`src/rtl/aes_pkg.sv`:
```
// rtl/aes_pkg.sv - shared AES constants, GF(2^8) helpers and MixColumns FSM state type
package aes_pkg;

  localparam int AES_BYTES = 16;
  localparam int AES_COLS  = 4;

  typedef enum logic [1:0] {
    IDLE = 2'd0,
    BUSY = 2'd1,
    DONE = 2'd2
  } mixcol_state_e;

  function automatic logic [7:0] xtime(input logic [7:0] b);
    return {b[6:0], 1'b0} ^ (8'h1b & {8{b[7]}});
  endfunction

  function automatic logic [7:0] gf_mul2(input logic [7:0] b);
    return xtime(b);
  endfunction

  function automatic logic [7:0] gf_mul3(input logic [7:0] b);
    return xtime(b) ^ b;
  endfunction

  function automatic logic [7:0] gf_mul9(input logic [7:0] b);
    return xtime(xtime(xtime(b))) ^ b;
  endfunction

  function automatic logic [7:0] gf_mulb(input logic [7:0] b);
    return xtime(xtime(xtime(b))) ^ xtime(b) ^ b;
  endfunction

  function automatic logic [7:0] gf_muld(input logic [7:0] b);
    return xtime(xtime(xtime(b))) ^ xtime(xtime(b)) ^ b;
  endfunction

  function automatic logic [7:0] gf_mule(input logic [7:0] b);
    return xtime(xtime(xtime(b))) ^ xtime(xtime(b)) ^ xtime(b);
  endfunction

  // Column index arithmetic wraps at four columns.
  function automatic logic [1:0] col_at(input logic [1:0] base, input int offs);
    logic [31:0] o;
    o = offs;
    return base + o[1:0];
  endfunction

  // Column c holds bytes c, c+4, c+8, c+12; byte k sits at [127-8k -: 8].
  function automatic logic [31:0] get_col(input logic [127:0] s, input logic [1:0] c);
    logic [31:0] col;
    col = '0;
    for (int r = 0; r < 4; r++) begin
      col[31-8*r -: 8] = s[127-8*(int'(c)+4*r) -: 8];
    end
    return col;
  endfunction

  function automatic logic [127:0] put_col(input logic [127:0] s, input logic [1:0] c,
                                           input logic [31:0] col);
    logic [127:0] o;
    o = s;
    for (int r = 0; r < 4; r++) begin
      o[127-8*(int'(c)+4*r) -: 8] = col[31-8*r -: 8];
    end
    return o;
  endfunction

endpackage

```
`src/rtl/aes_mixcol_unit.sv`:
```
// rtl/aes_mixcol_unit.sv - combinational single-column MixColumns / InvMixColumns transform
// Inverse coefficients exist only when AES_MIXCOL_INV_EN is defined.
module aes_mixcol_unit
  import aes_pkg::*;
(
  input  logic [31:0] col_in,
  input  logic        inv,
  output logic [31:0] col_out
);

  logic [7:0] a0, a1, a2, a3;
  logic [31:0] fwd_col;

  assign {a0, a1, a2, a3} = col_in;

  assign fwd_col = {gf_mul2(a0) ^ gf_mul3(a1) ^ a2          ^ a3,
                    a0          ^ gf_mul2(a1) ^ gf_mul3(a2) ^ a3,
                    a0          ^ a1          ^ gf_mul2(a2) ^ gf_mul3(a3),
                    gf_mul3(a0) ^ a1          ^ a2          ^ gf_mul2(a3)};

`ifdef AES_MIXCOL_INV_EN
  logic [31:0] inv_col;

  assign inv_col = {gf_mule(a0) ^ gf_mulb(a1) ^ gf_muld(a2) ^ gf_mul9(a3),
                    gf_mul9(a0) ^ gf_mule(a1) ^ gf_mulb(a2) ^ gf_muld(a3),
                    gf_muld(a0) ^ gf_mul9(a1) ^ gf_mule(a2) ^ gf_mulb(a3),
                    gf_mulb(a0) ^ gf_muld(a1) ^ gf_mul9(a2) ^ gf_mule(a3)};

  assign col_out = inv ? inv_col : fwd_col;
`else
  logic unused_inv;

  assign unused_inv = inv;
  assign col_out    = fwd_col;
`endif

endmodule

```
`src/rtl/aes_mixcol_engine.sv`:
```
// rtl/aes_mixcol_engine.sv - iterative handshaked AES MixColumns engine, COLS_PER_CYCLE columns per cycle
// Define AES_MIXCOL_INV_EN to build InvMixColumns support selected by inv_mode.
module aes_mixcol_engine
  import aes_pkg::*;
#(
  parameter int COLS_PER_CYCLE = 1
) (
  input  logic         clk,
  input  logic         rst_n,
  input  logic         in_valid,
  output logic         in_ready,
  input  logic [127:0] state_in,
  input  logic         final_round,
  input  logic         inv_mode,
  output logic         out_valid,
  input  logic         out_ready,
  output logic [127:0] state_out
);

  localparam int NCYC = AES_COLS / COLS_PER_CYCLE;

  if (!(COLS_PER_CYCLE == 1 || COLS_PER_CYCLE == 2 || COLS_PER_CYCLE == 4)) begin : g_bad_cols
    $error("aes_mixcol_engine: COLS_PER_CYCLE must be 1, 2 or 4");
  end

  mixcol_state_e fsm;
  logic [1:0]    col_idx;
  logic [127:0]  state_q;
  logic          bypass_q;
  logic          mode_q;
  logic [127:0]  state_mixed;
  logic          last_group;

  logic [31:0] unit_in  [COLS_PER_CYCLE];
  logic [31:0] unit_out [COLS_PER_CYCLE];

  for (genvar gi = 0; gi < COLS_PER_CYCLE; gi++) begin : g_unit
    assign unit_in[gi] = get_col(state_q, col_at(col_idx, gi));

    aes_mixcol_unit u_unit (
      .col_in  (unit_in[gi]),
      .inv     (mode_q),
      .col_out (unit_out[gi])
    );
  end

  always_comb begin
    state_mixed = state_q;
    for (int i = 0; i < COLS_PER_CYCLE; i++) begin
      state_mixed = put_col(state_mixed, col_at(col_idx, i), unit_out[i]);
    end
  end

  assign last_group = (col_idx == 2'((NCYC - 1) * COLS_PER_CYCLE));
  assign state_out  = state_q;

`ifndef AES_MIXCOL_INV_EN
  logic unused_inv_mode;

  assign unused_inv_mode = inv_mode;
  assign mode_q          = 1'b0;
`endif

  always_ff @(posedge clk or negedge rst_n) begin
    if (!rst_n) begin
      fsm       <= IDLE;
      col_idx   <= 2'd0;
      state_q   <= '0;
      bypass_q  <= 1'b0;
`ifdef AES_MIXCOL_INV_EN
      mode_q    <= 1'b0;
`endif
      in_ready  <= 1'b0;
      out_valid <= 1'b0;
    end else begin
      case (fsm)
        IDLE: begin
          in_ready <= 1'b1;
          if (in_valid && in_ready) begin
            state_q  <= state_in;
            bypass_q <= final_round;
`ifdef AES_MIXCOL_INV_EN
            mode_q   <= inv_mode;
`endif
            col_idx  <= 2'd0;
            in_ready <= 1'b0;
            fsm      <= BUSY;
          end
        end
        BUSY: begin
          // A final-round block spends one cycle here untouched, giving latency 1.
          if (bypass_q) begin
            fsm       <= DONE;
            out_valid <= 1'b1;
          end else begin
            state_q <= state_mixed;
            col_idx <= col_idx + 2'(COLS_PER_CYCLE);
            if (last_group) begin
              fsm       <= DONE;
              out_valid <= 1'b1;
            end
          end
        end
        DONE: begin
          if (out_ready) begin
            out_valid <= 1'b0;
            in_ready  <= 1'b1;
            fsm       <= IDLE;
          end
        end
        default: begin
          fsm       <= IDLE;
          out_valid <= 1'b0;
          in_ready  <= 1'b0;
        end
      endcase
    end
  end

endmodule
```
`config.mk`:
```
export PLATFORM = sky130hd
export DESIGN_NAME = aes_mixcol_engine
export DESIGN_NICKNAME = d
export VERILOG_FILES = /design/src/rtl/aes_pkg.sv /design/src/rtl/aes_mixcol_unit.sv /design/src/rtl/aes_mixcol_engine.sv
export SDC_FILE = /design/constraint.sdc
export NUM_CORES = 1
export LEC_CHECK = 0
export ABC_CLOCK_PERIOD_IN_PS = 4000
export BUFFER_PORTS_ARGS = -buffer_cell sky130_fd_sc_hd__buf_2
export CAP_MARGIN = 25
export CORE_AREA = 2 2 160 162
export CTS_BUF_LIST = sky130_fd_sc_hd__clkbuf_2
export CTS_CLUSTER_DIAMETER = 150
export DETAILED_ROUTE_END_ITERATION = 7
export DIE_AREA = 0 0 162 164
export PLACE_DENSITY = 0.66
export SETUP_SLACK_MARGIN = 0.1
export SYNTH_ARGS = -nofsm -noshare
export SYNTH_HDL_FRONTEND = slang
export SYNTH_HIERARCHICAL = 1
export SYNTH_SLANG_ARGS = --single-unit
```
`constraint.sdc`:
```
create_clock -name clk -period 4 [get_ports clk]
set_clock_uncertainty 0.15 [all_clocks]
set_input_delay 0.2 -clock clk [delete_from_list [all_inputs] [get_ports clk]]
set_output_delay 0.2 -clock clk [all_outputs]
set_load 0.01 [all_outputs]
```
# Yosys cells after proc, flatten, opt, wreduce, memory -nomap -nowiden

Index checks and enable logic that the tools add are counted.

Add/sub/neg operators: 12
Multipliers: 0
Divide/modulo/power cells: 0
Order comparisons: 0
Eq/ne operators: 7
Shift operators: 12
Muxes and demuxes: 22
Bitwise logic cells: 22
Reduce and logical (&&, ||, !) cells: 8

Operators by type and width:

| kind                       | number |
|---|---|
| $shift A8 B33 Y135 const A | 4 |
| $shiftx A8 B33 Y135        | 4 |
| $bwmux W128                | 4 |
| $shiftx A135 B8 Y8         | 2 |
| $shiftx A135 B9 Y8         | 2 |
| $mux W128                  | 2 |
| $pmux W128 S2              | 1 |
| $xor A8 B8 Y8              | 16 |
| $neg A8 Y33                | 2 |
| $neg A9 Y33                | 2 |
| $xor A8 B5 Y8              | 4 |
| $sub A7 B8 Y9 const A      | 2 |
| $mux W2                    | 6 |
| $add A2 B4 Y5 const B      | 2 |
| $reduce_and A3 Y1          | 3 |
| $sub A7 B5 Y8 const A      | 1 |
| $sub A7 B7 Y8 const A      | 1 |
| $ne A2 B2 Y1 const B       | 3 |
| $pmux W1 S3                | 2 |
| $pmux W2 S3                | 1 |
| $mux W1                    | 5 |
| $add A2 B3 Y4 const B      | 1 |
| $eq A2 B2 Y1 const B       | 2 |
| $pmux W2 S2                | 1 |
| 8 further kinds            | 10 |

Bits in registers: 135
Bits in latches: 0
Bits in writable memories: 0
ROM bits: 0
Output and inout bits: 130
Word-level logic and storage cells: 89
Memories: 0

# Depth between registers and ports, before layout

Gate-level depths: netlist of run 1.

Depth after elaboration: 15
Depth in mapped cells: 9
Depth with buffers taken out: 6

# Cells and area by module

Netlist of run 1, hierarchy kept.

By module, submodules not included:

| module            | times used | cells an instance | area an instance (µm²) |
|---|---|---|---|
| aes_mixcol_engine | 1          | 534               | 7457.2 |
| aes_mixcol_unit   | 1          | 85                | 1315.0 |

# Worst setup path after synthesis of run 1

Ideal clock, no wire load.

Kind: reg-to-reg
Start: register col_idx[0]
End: register state_q[97] (netlist: state_out[97])
Library setup time: 125 ps
Arrival time: 2819 ps
Path slack: 906 ps
Stages on the path, launching flop included: 9
Buffers on the path: 3
Clock period less this slack: 3094 ps
Path through: dfrtp_1 > buf_2 > buf_2 > mux4_2 > buf_4 > xnor3_1 > xnor3_1 > a32o_1 > mux2_2

RTL lines:

| what                   | line                    | source |
|---|---|---|
| from (decl)            | aes_mixcol_engine.sv:27 | `logic [1:0] col_idx;` |
| from (signal assigned) | aes_mixcol_engine.sv:97 | `col_idx <= col_idx + 2'(COLS_PER_CYCLE);` |
| to (signal assigned)   | aes_mixcol_engine.sv:80 | `state_q <= state_in;` |
| to (signal assigned)   | aes_mixcol_engine.sv:96 | `state_q <= state_mixed;` |
| to (decl)              | aes_mixcol_engine.sv:28 | `logic [127:0] state_q;` |

==> results of run 1 <==
[repair_timing]
action,4_1_cts,5_1_grt
setup buffers,0,0
endpoints found under the hold margin,244,0
setup endpoints to repair,0,0
hold buffers,134,0
[final cells by class]
class	count	area, um^2
well taps	330	413
fillers	2234	12800
flip-flops and latches	135	3380
repair buffers	422	2920
inverters	2	7.51
clock inverters	14	136
multi-input cells	407	5080
clock buffers	17	85.1
[layer usage]
metal	vias up	part of all wire [%]	GRT usage (%)
li1	3236	-	-
met1	3834	42	31.1
met2	403	49	40.2
met3	52	7.2	4.87
met4	0	2.2	7.04
met5	-	0	0
[state kept, by name, summed over array words and instances, names as in the netlist]
register / count
bypass_q: 1
col_idx: 2
fsm: 2
in_ready: 1
out_valid: 1
state_out: 128
[path summary, 6_finish.rpt]
path | from | endpoint | slack (ns) | cells past startpoint
max reg2reg | col_idx[0] | state_out[126] | 0.52 | 7
min | final_round | bypass_q | 0.1 | 3
min reg2reg | state_out[47] | state_out[47] | 0.40 | 1
min in group asynchronous | rst_n | state_out[86] | 0.37 | 4
max in group asynchronous | rst_n | state_out[97] | 2.52 | 5
max | col_idx[0] | state_out[126] | 0.52 | 7
[stage by stage]
step	util (%)	hold WS [ns]	worst slack (ns)	instances	area, um^2
3_5_place_dp	42.1	-0.00360	0.570	1162	10500
4_1_cts	48.4	0.0178	0.514	1327	12000
6_report	48.4	0.0976	0.522	1327	12000
2_1_floorplan	-	-0.246	0.906	618	8770
3_3_place_gp	42.0	0.285	0.603	1161	10400
5_1_grt	48.4	0.0150	0.403	1327	12000
[worst register-to-register path, delay by kind of cell, from the launching register on]
| kind | cells | cell delay, ns |
|---|---|---|
| buf+inv | 1 | 0.26 |
| simple gates | 1 | 0.19 |
| mux | 2 | 0.88 |
| compound gates | 1 | 0.26 |
| xor+xnor | 2 | 1.04 |
| flops | 1 | 0.60 |
==> results.md, run 1 <==
- Slew Viols, Final: 0
- Total clock sinks: around 140
- Fin nets: between 1,000 and 1,500
- Final period util: between 80 and 90%
- Crit path launch type: register
- RSZ-0062 raised after global routing: false
- Ant diodes: 0
- FP Rows: 58
- Fin crit period: about 3.5 ns
- CTS Root Cell: clkbuf_2
- Layout area overhead: 37.1%
- Slowest CP cell: dfrtp_2
- CTS clk-pin slew, worst paths: 0.23 ns
- Largest net degree at the start of global routing: between 70 and 80
- Setup crit end kind: register
- Mapped Cells: 618
- Initial DRT Pass Iterations: 5
- Remaining antenna violation count: 0
- Layout cell share with drive strength beyond 1: 49.3%
- Total wire length: ~32,000 um
- PortBufs: 262
- GR Overflow Total: 0
- Status: finished clean
- WP data arrival: 3.94 ns
- Most common cell after layout, fill and taps aside: buf_2
- Worst path max stage delay: 0.60 ns
- Synth warnings: 6
- CTS H-Tree Depth: 4
- Slew @ Worst Pin: about 1.1 ns
- Core box area: roughly 25,000 um^2
- Crit-path cells: buf_12 > mux4_2 > xnor2_1 > xnor3_1 > nor4bb_1 > a22o_1 > mux2_2
- Remaining design rule violation count: 0
- Worst hold path class: primary input to register
- Clock Path Buffers: 2
- IO Pins: roughly 260
- Family with the most delay on the worst path: XOR/XNOR gates
- Cell Area, Synth: 8770 um^2
- Initial antenna violation count: 0
- Die height: between 150 and 200 um
- Starting Density: between 30% and 40%
- Crit path buffers/inverters: 1
- # setup viols final: 0
- Clock latency on the worst-skew pair: about 0.7 ns
- Vias in the first global route: ~7,800
- Die W: ~160 um
- Syn Area/Cell: approximately 14 um^2
- Maximum clock rate: approximately 290 MHz
- Final HPWL from detailed placement: 21,700 um
- Routability congestion estimate: ~0.84
- CTS tree: done
- Commonest cells after routing, fill and taps aside: buf_2, dfrtp_1, dlygate4sd3_1, mux2_2, a32o_1
- Vias per inst: 5.67
- Average wire per standard cell: 24.1 um
- Tot GR Track Use: between 20% and 30%
- Num CTS Buffers: 17
- Post-CTS Resized: 0
- Critical-path maximum fanout: 21
- Global-route wire length before repair: between 40,000 and 50,000 um
- Critical path class: register to register
- Req. time, crit path: approximately 4.5 ns
- Syn nets: about 760
- DRT iter0 DRCs: 630
- Rel. slew slack: roughly a quarter
- Max cap viols: 0
- Hold Fails Final Rpt: 0
- Area of the die: 26,600 um^2
- Setup TNS: 0 ns
- DR vias: between 7,000 and 8,000
Power of run 1 is left out: the tool's default activity adds up to more than one toggle a clock period on the data nets, which glitch-free logic cannot reach.
==> run 2, diff against run 1 <==
--- a/config.mk
+++ b/config.mk
@@ -7,13 +7,15 @@
 export LEC_CHECK = 0
 export ABC_CLOCK_PERIOD_IN_PS = 4000
 export BUFFER_PORTS_ARGS = -buffer_cell sky130_fd_sc_hd__buf_2
-export CAP_MARGIN = 25
+export CAP_MARGIN = 15
+export CELL_PAD_IN_SITES_DETAIL_PLACEMENT = 0
+export CELL_PAD_IN_SITES_GLOBAL_PLACEMENT = 1
 export CORE_AREA = 2 2 160 162
 export CTS_BUF_LIST = sky130_fd_sc_hd__clkbuf_2
 export CTS_CLUSTER_DIAMETER = 150
 export DETAILED_ROUTE_END_ITERATION = 7
 export DIE_AREA = 0 0 162 164
-export PLACE_DENSITY = 0.66
+export PLACE_DENSITY = 0.78
 export SETUP_SLACK_MARGIN = 0.1
 export SYNTH_ARGS = -nofsm -noshare
 export SYNTH_HDL_FRONTEND = slang
==> results.md, run 2 (synthesis results as in run 1) <==
- Initial DRT Pass Iterations: 5 (unchanged)
- Layout cell share with drive strength beyond 1: 49.4% (+0.10 points)
- Final HPWL from detailed placement: 22,100 um (+1.6%)
- Largest net degree at the start of global routing: 96 (+30%)
- Die W: 162 um (unchanged)
- Layout area overhead: 38.6%
- FF/Latch Area: 3380 um^2 (unchanged)
- Max reg flops: 128 (unchanged)
- Area of the die: 26,600 um^2 (unchanged)
- Tot GR Track Use: 24.3% (+0.49 points)
- Worst hold path class: primary input to register
- Num CTS Buffers: 17 (unchanged)
- Most common cell after layout, fill and taps aside: buf_2
- WP data arrival: 4.12 ns (+0.18 ns)
- DRT iter0 DRCs: 547 (-13%)
- CTS H-Tree Depth: 4 (unchanged)
- Die height: 164 um (unchanged)
- Slew @ Worst Pin: 0.799 ns (-0.300 ns)
- Clock Path Buffers: 2 (unchanged)
- CTS clk-pin slew, worst paths: 0.23 ns (about the same)
- Starting Density: 35.3% (unchanged)
- Met2 usage: 40.6% (+0.48 points)
- Hold Fails Final Rpt: 0 (unchanged)
- Critical path class: register to register
- Slowest CP cell: dfrtp_2
- Commonest cells after routing, fill and taps aside: buf_2, dfrtp_1, dlygate4sd3_1, mux2_2, a32o_1
- Ant diodes: 0 (unchanged)
- Core box area: 24,800 um^2 (unchanged)
- Vias in the first global route: 7,850 (+0.95%)
- PortBufs: 262 (unchanged)
- Crit path launch type: register
- Setup bufs post-CTS: 0 (unchanged)
- GR Overflow Total: 0 (unchanged)
- Met3 Track Usage GR: 4.92% (+0.051 points)
- CTS Root Cell: clkbuf_2
- Remaining design rule violation count: 0 (unchanged)
- Rel. slew slack: 46.7% (+20 points)
- Multi-input logic area: 5080 um^2 (unchanged)
- Fill cells: 2,231 (-0.13%)
- Total wire length: 32,500 um (+1.7%)
- Global-route wire length before repair: 48,100 um (+1.9%)
- Cts-stage hold buffer count: 134 (unchanged)
- Setup crit end kind: register
- Total clock sinks: 135 (unchanged)
- Vias per inst: 5.73 (+1.1%)
- Fin crit period: 3.60 ns (+0.117 ns)
- Routability congestion estimate: 0.836 (about the same)
- DR vias: 7,610 (+1.1%)
- Remaining antenna violation count: 0 (unchanged)
- IO Pins: 264 (unchanged)
- Met1 GRT Util: 31.7% (+0.61 points)
- Fin nets: 1,123 (unchanged)
- Slew Viols, Final: 0 (unchanged)
- FP Rows: 58 (unchanged)
- Maximum clock rate: 278 MHz (-3.3%)
- Clock latency on the worst-skew pair: 0.75 ns (+0.03 ns)
- RSZ-0062 raised after global routing: false
- GRT busiest layer: met2
- # setup viols final: 0 (unchanged)
- Average wire per standard cell: 24.5 um (+1.7%)
- Status: finished clean
- Crit-path cells: buf_4 > mux4_2 > xnor2_1 > xnor3_1 > nor4bb_1 > a22o_1 > mux2_2
- Max cap viols: 0 (unchanged)
- Final period util: 89.9% (+2.9 points)
- Req. time, crit path: 4.53 ns (+0.07 ns)
- Worst path max stage delay: 0.83 ns (+0.23 ns)
- Initial antenna violation count: 0 (unchanged)
- CTS tree: done
- Post-CTS Resized: 0 (unchanged)
- Critical-path maximum fanout: 19 (-9.5%)
- Setup TNS: 0 ns (unchanged)
[run 2: changes by cell type in the layout (fill, tap and decap cells not counted)]
cell        delta
clkinvlp_4     -6
bufinv_16      +5
clkinv_4       +2
buf_12         +1
buf_4          -1
clkinv_1       -1
[run 2: layout make-up]
cell class / instances / area share, %
multi-input cells: 407 / 41.8
flip-flops and latches: 135 / 27.8
repair buffers: 422 / 24.1
well taps: 330 / 3.40
clock inverters: 14 / 2.10
clock buffers: 17 / 0.700
inverters: 2 / 0.0618
[run 2: worst paths after layout]
path / start / to / cells after the start / slack (ns)
worst max-delay path: col_idx[0] / state_out[126] / 7 / 0.40
worst min-delay path: final_round / bypass_q / 3 / 0.09
worst max register to register: col_idx[0] / state_out[126] / 7 / 0.40
worst min register to register: out_valid / out_valid / 2 / 0.39
max in group asynchronous: rst_n / fsm[1] / 4 / 2.77
min in group asynchronous: rst_n / state_out[6] / 3 / 0.20
[run 2: layer usage]
layer  up-vias  share of wire, %
met4         0               2.4
li1       3230                 -
met5         -                 0
met3        59               7.0
met1      3916                42
met2       405                49
[run 2: critical path: cells and delay by family (launching register included)]
family / cells / cell delay [ns]
compound gates: 1 / 0.22
xor+xnor: 2 / 1.01
buf+inv: 1 / 0.30
flops: 1 / 0.83
mux: 2 / 0.84
simple gates: 1 / 0.18
[run 2: through the flow]
| stage | utilization (%) | worst slack, ns | cells | hold slack [ns] | area [um^2] |
|---|---|---|---|---|---|
| detailed placement | 42.1 | 0.360 | 1162 | 0.234 | 10500 |
| floorplan | - | 0.906 | 618 | -0.246 | 8770 |
| CTS | 49.0 | 0.329 | 1327 | 0.0407 | 12200 |
| global placement | 42.1 | 0.358 | 1162 | 0.243 | 10500 |
| finish | 49.0 | 0.405 | 1327 | 0.0882 | 12200 |
| global route | 49.0 | 0.232 | 1327 | 0.0699 | 12200 |
Power of run 2 is left out for the same reason.
==> run 3, diff against run 2 <==
--- a/config.mk
+++ b/config.mk
@@ -7,15 +7,14 @@
 export LEC_CHECK = 0
 export ABC_CLOCK_PERIOD_IN_PS = 4000
 export BUFFER_PORTS_ARGS = -buffer_cell sky130_fd_sc_hd__buf_2
-export CAP_MARGIN = 15
 export CELL_PAD_IN_SITES_DETAIL_PLACEMENT = 0
 export CELL_PAD_IN_SITES_GLOBAL_PLACEMENT = 1
-export CORE_AREA = 2 2 160 162
+export CORE_AREA = 2 2 146 148
 export CTS_BUF_LIST = sky130_fd_sc_hd__clkbuf_2
 export CTS_CLUSTER_DIAMETER = 150
 export DETAILED_ROUTE_END_ITERATION = 7
-export DIE_AREA = 0 0 162 164
-export PLACE_DENSITY = 0.78
+export DIE_AREA = 0 0 148 150
+export PLACE_DENSITY = 0.9
 export SETUP_SLACK_MARGIN = 0.1
 export SYNTH_ARGS = -nofsm -noshare
 export SYNTH_HDL_FRONTEND = slang
==> results.md, run 3 (synthesis results as in run 1) <==
- Global-route wire length before repair: 46,900 um (-2.6%)
- Fin crit period: 3.44 ns (-0.156 ns)
- GR Overflow Total: 0 (unchanged)
- Hold Fails Final Rpt: 0 (unchanged)
- R2r worst-path depth: 5 (-2)
- Most common cell after layout, fill and taps aside: buf_2
- RSZ-0062 raised after global routing: false
- Core box area: 20,700 um^2 (-17%)
- Clock Path Buffers: 2 (unchanged)
- Average wire per standard cell: 25.0 um (+1.8%)
- Req. time, crit path: 4.46 ns (-0.07 ns)
- R2r endpoint: state_out[25]
- Clock latency on the worst-skew pair: 0.75 ns (about the same)
- Worst hold path class: primary input to register
- Critical path class: register to register
- Total wire length: 31,600 um (-2.7%)
- CTS H-Tree Depth: 4 (unchanged)
- Initial antenna violation count: 0 (unchanged)
- CTS Root Cell: clkbuf_2
- Fin nets: 1,118 (-0.45%)
- Rel. slew slack: 29.8% (-17 points)
- Slew Viols, Final: 0 (unchanged)
- Ant diodes: 0 (unchanged)
- Total clock sinks: 135 (unchanged)
- Final period util: 86.0% (-3.9 points)
- FP Rows: 53 (-8.6%)
- Num CTS Buffers: 17 (unchanged)
- Remaining antenna violation count: 0 (unchanged)
- # setup viols final: 0 (unchanged)
- PortBufs: 262 (unchanged)
- DRT iter0 DRCs: 684 (+25%)
- Max cap viols: 0 (unchanged)
- Flop-to-flop setup slack: 0.56 ns (+0.16 ns)
- Layout cell share with drive strength beyond 1: 49.1% (-0.30 points)
- Layout area overhead: 37.0%
- Initial DRT Pass Iterations: 5 (unchanged)
- WP data arrival: 3.90 ns (-0.22 ns)
- Die W: 148 um (-8.6%)
- Final HPWL from detailed placement: 20,700 um (-6.3%)
- Hold Path End: fsm[0]
- Status: finished clean
- Maximum clock rate: 291 MHz (+4.5%)
- Die height: 150 um (-8.5%)
- Max reg flops: 128 (unchanged)
- Hold Crit Start: in_valid
- Critical-path maximum fanout: 35 (+16)
- Remaining design rule violation count: 0 (unchanged)
- Routability congestion estimate: 0.901 (+7.8%)
- Tot GR Track Use: 28.1% (+3.8 points)
- Setup TNS: 0 ns (unchanged)
- Vias per inst: 6.07 (+5.8%)
- DR vias: 7,695 (+1.1%)
- Commonest cells after routing, fill and taps aside: buf_2, dfrtp_1, dlygate4sd3_1, mux2_2, a32o_1
- Reg-to-reg startpoint: col_idx[1]
- Largest net degree at the start of global routing: 77 (-20%)
- CTS tree: done
- IO Pins: 264 (unchanged)
- Setup crit end kind: register
- Slew @ Worst Pin: 1.05 ns (+0.253 ns)
- Starting Density: 42.4% (+7.1 points)
- Crit path launch type: register
- Area of the die: 22,200 um^2 (-16%)
- Vias in the first global route: 7,804 (-0.59%)
- Setup bufs post-CTS: 0 (unchanged)
- CTS clk-pin slew, worst paths: 0.18 ns (-0.05 ns)
- Hold depth: 3 (unchanged)
-- run 3: changes by cell type in the layout (fill, tap and decap cells not counted), sizes merged --
cell	delta
buf	-4
bufinv	-2
clkbuf	+1
clkinvlp	+1
dlygate4sd3	-1
inv	+1
-- run 3: area by class of cell --
cell class	instances	area, um^2
sequential	135	3380
clock inverter	14	205
fill	1690	8680
timing repair buffer	417	2910
clock buffer	18	90.1
inverter	2	7.51
multi-input combinational	407	5080
tap	275	344
-- run 3: how the worst max path moves through the flow --
| stage | from | to | slack (ns) | depth (start not counted) |
|---|---|---|---|---|
| final | col_idx[1] | state_out[25] | 0.56 | 5 |
| after global routing | col_idx[1] | state_out[126] | 0.39 | 6 |
| after CTS | col_idx[1] | state_out[126] | 0.56 | 6 |
| after detailed placement | col_idx[1] | state_out[126] | 0.54 | 6 |
| after global placement | col_idx[1] | state_out[126] | 0.63 | 6 |
| after floorplan | col_idx[0] | state_out[97] | 0.91 | 8 |
-- run 3: what timing repair did --
action,in CTS,in global routing
gates resized for setup,0,0
hold endpoints to repair,267,0
hold buffers,133,0
-- run 3: layer usage --
| layer | vias up | track usage (%) | share of wire (%) |
|---|---|---|---|
| li1 | 3238 | - | - |
| met1 | 3891 | 37.0 | 40 |
| met2 | 495 | 46.6 | 49 |
| met3 | 71 | 5.88 | 8.5 |
| met4 | 0 | 9.52 | 2.5 |
| met5 | - | 0 | 0 |
-- run 3: through the flow --
stage / util, % / cells / hold slack, ns / setup WS, ns / instance area, um^2
4_1_cts: 58.1 / 1268 / 0.0134 / 0.560 / 12000
3_3_place_gp: 50.1 / 1103 / 0.140 / 0.628 / 10400
3_5_place_dp: 50.1 / 1103 / 0.148 / 0.540 / 10400
6_report: 58.1 / 1268 / 0.0574 / 0.560 / 12000
5_1_grt: 58.1 / 1268 / 0.0368 / 0.394 / 12000
2_1_floorplan: - / 618 / -0.246 / 0.906 / 8770
-- run 3: critical path, cell delays in order (launching register included) --
cell and delay (ns):
dfrtp_2 1.10, mux4_2 0.55, xnor3_1 0.48, xnor3_1 0.52, a32o_1 0.27, mux2_2 0.26
Power of run 3 is left out for the same reason.
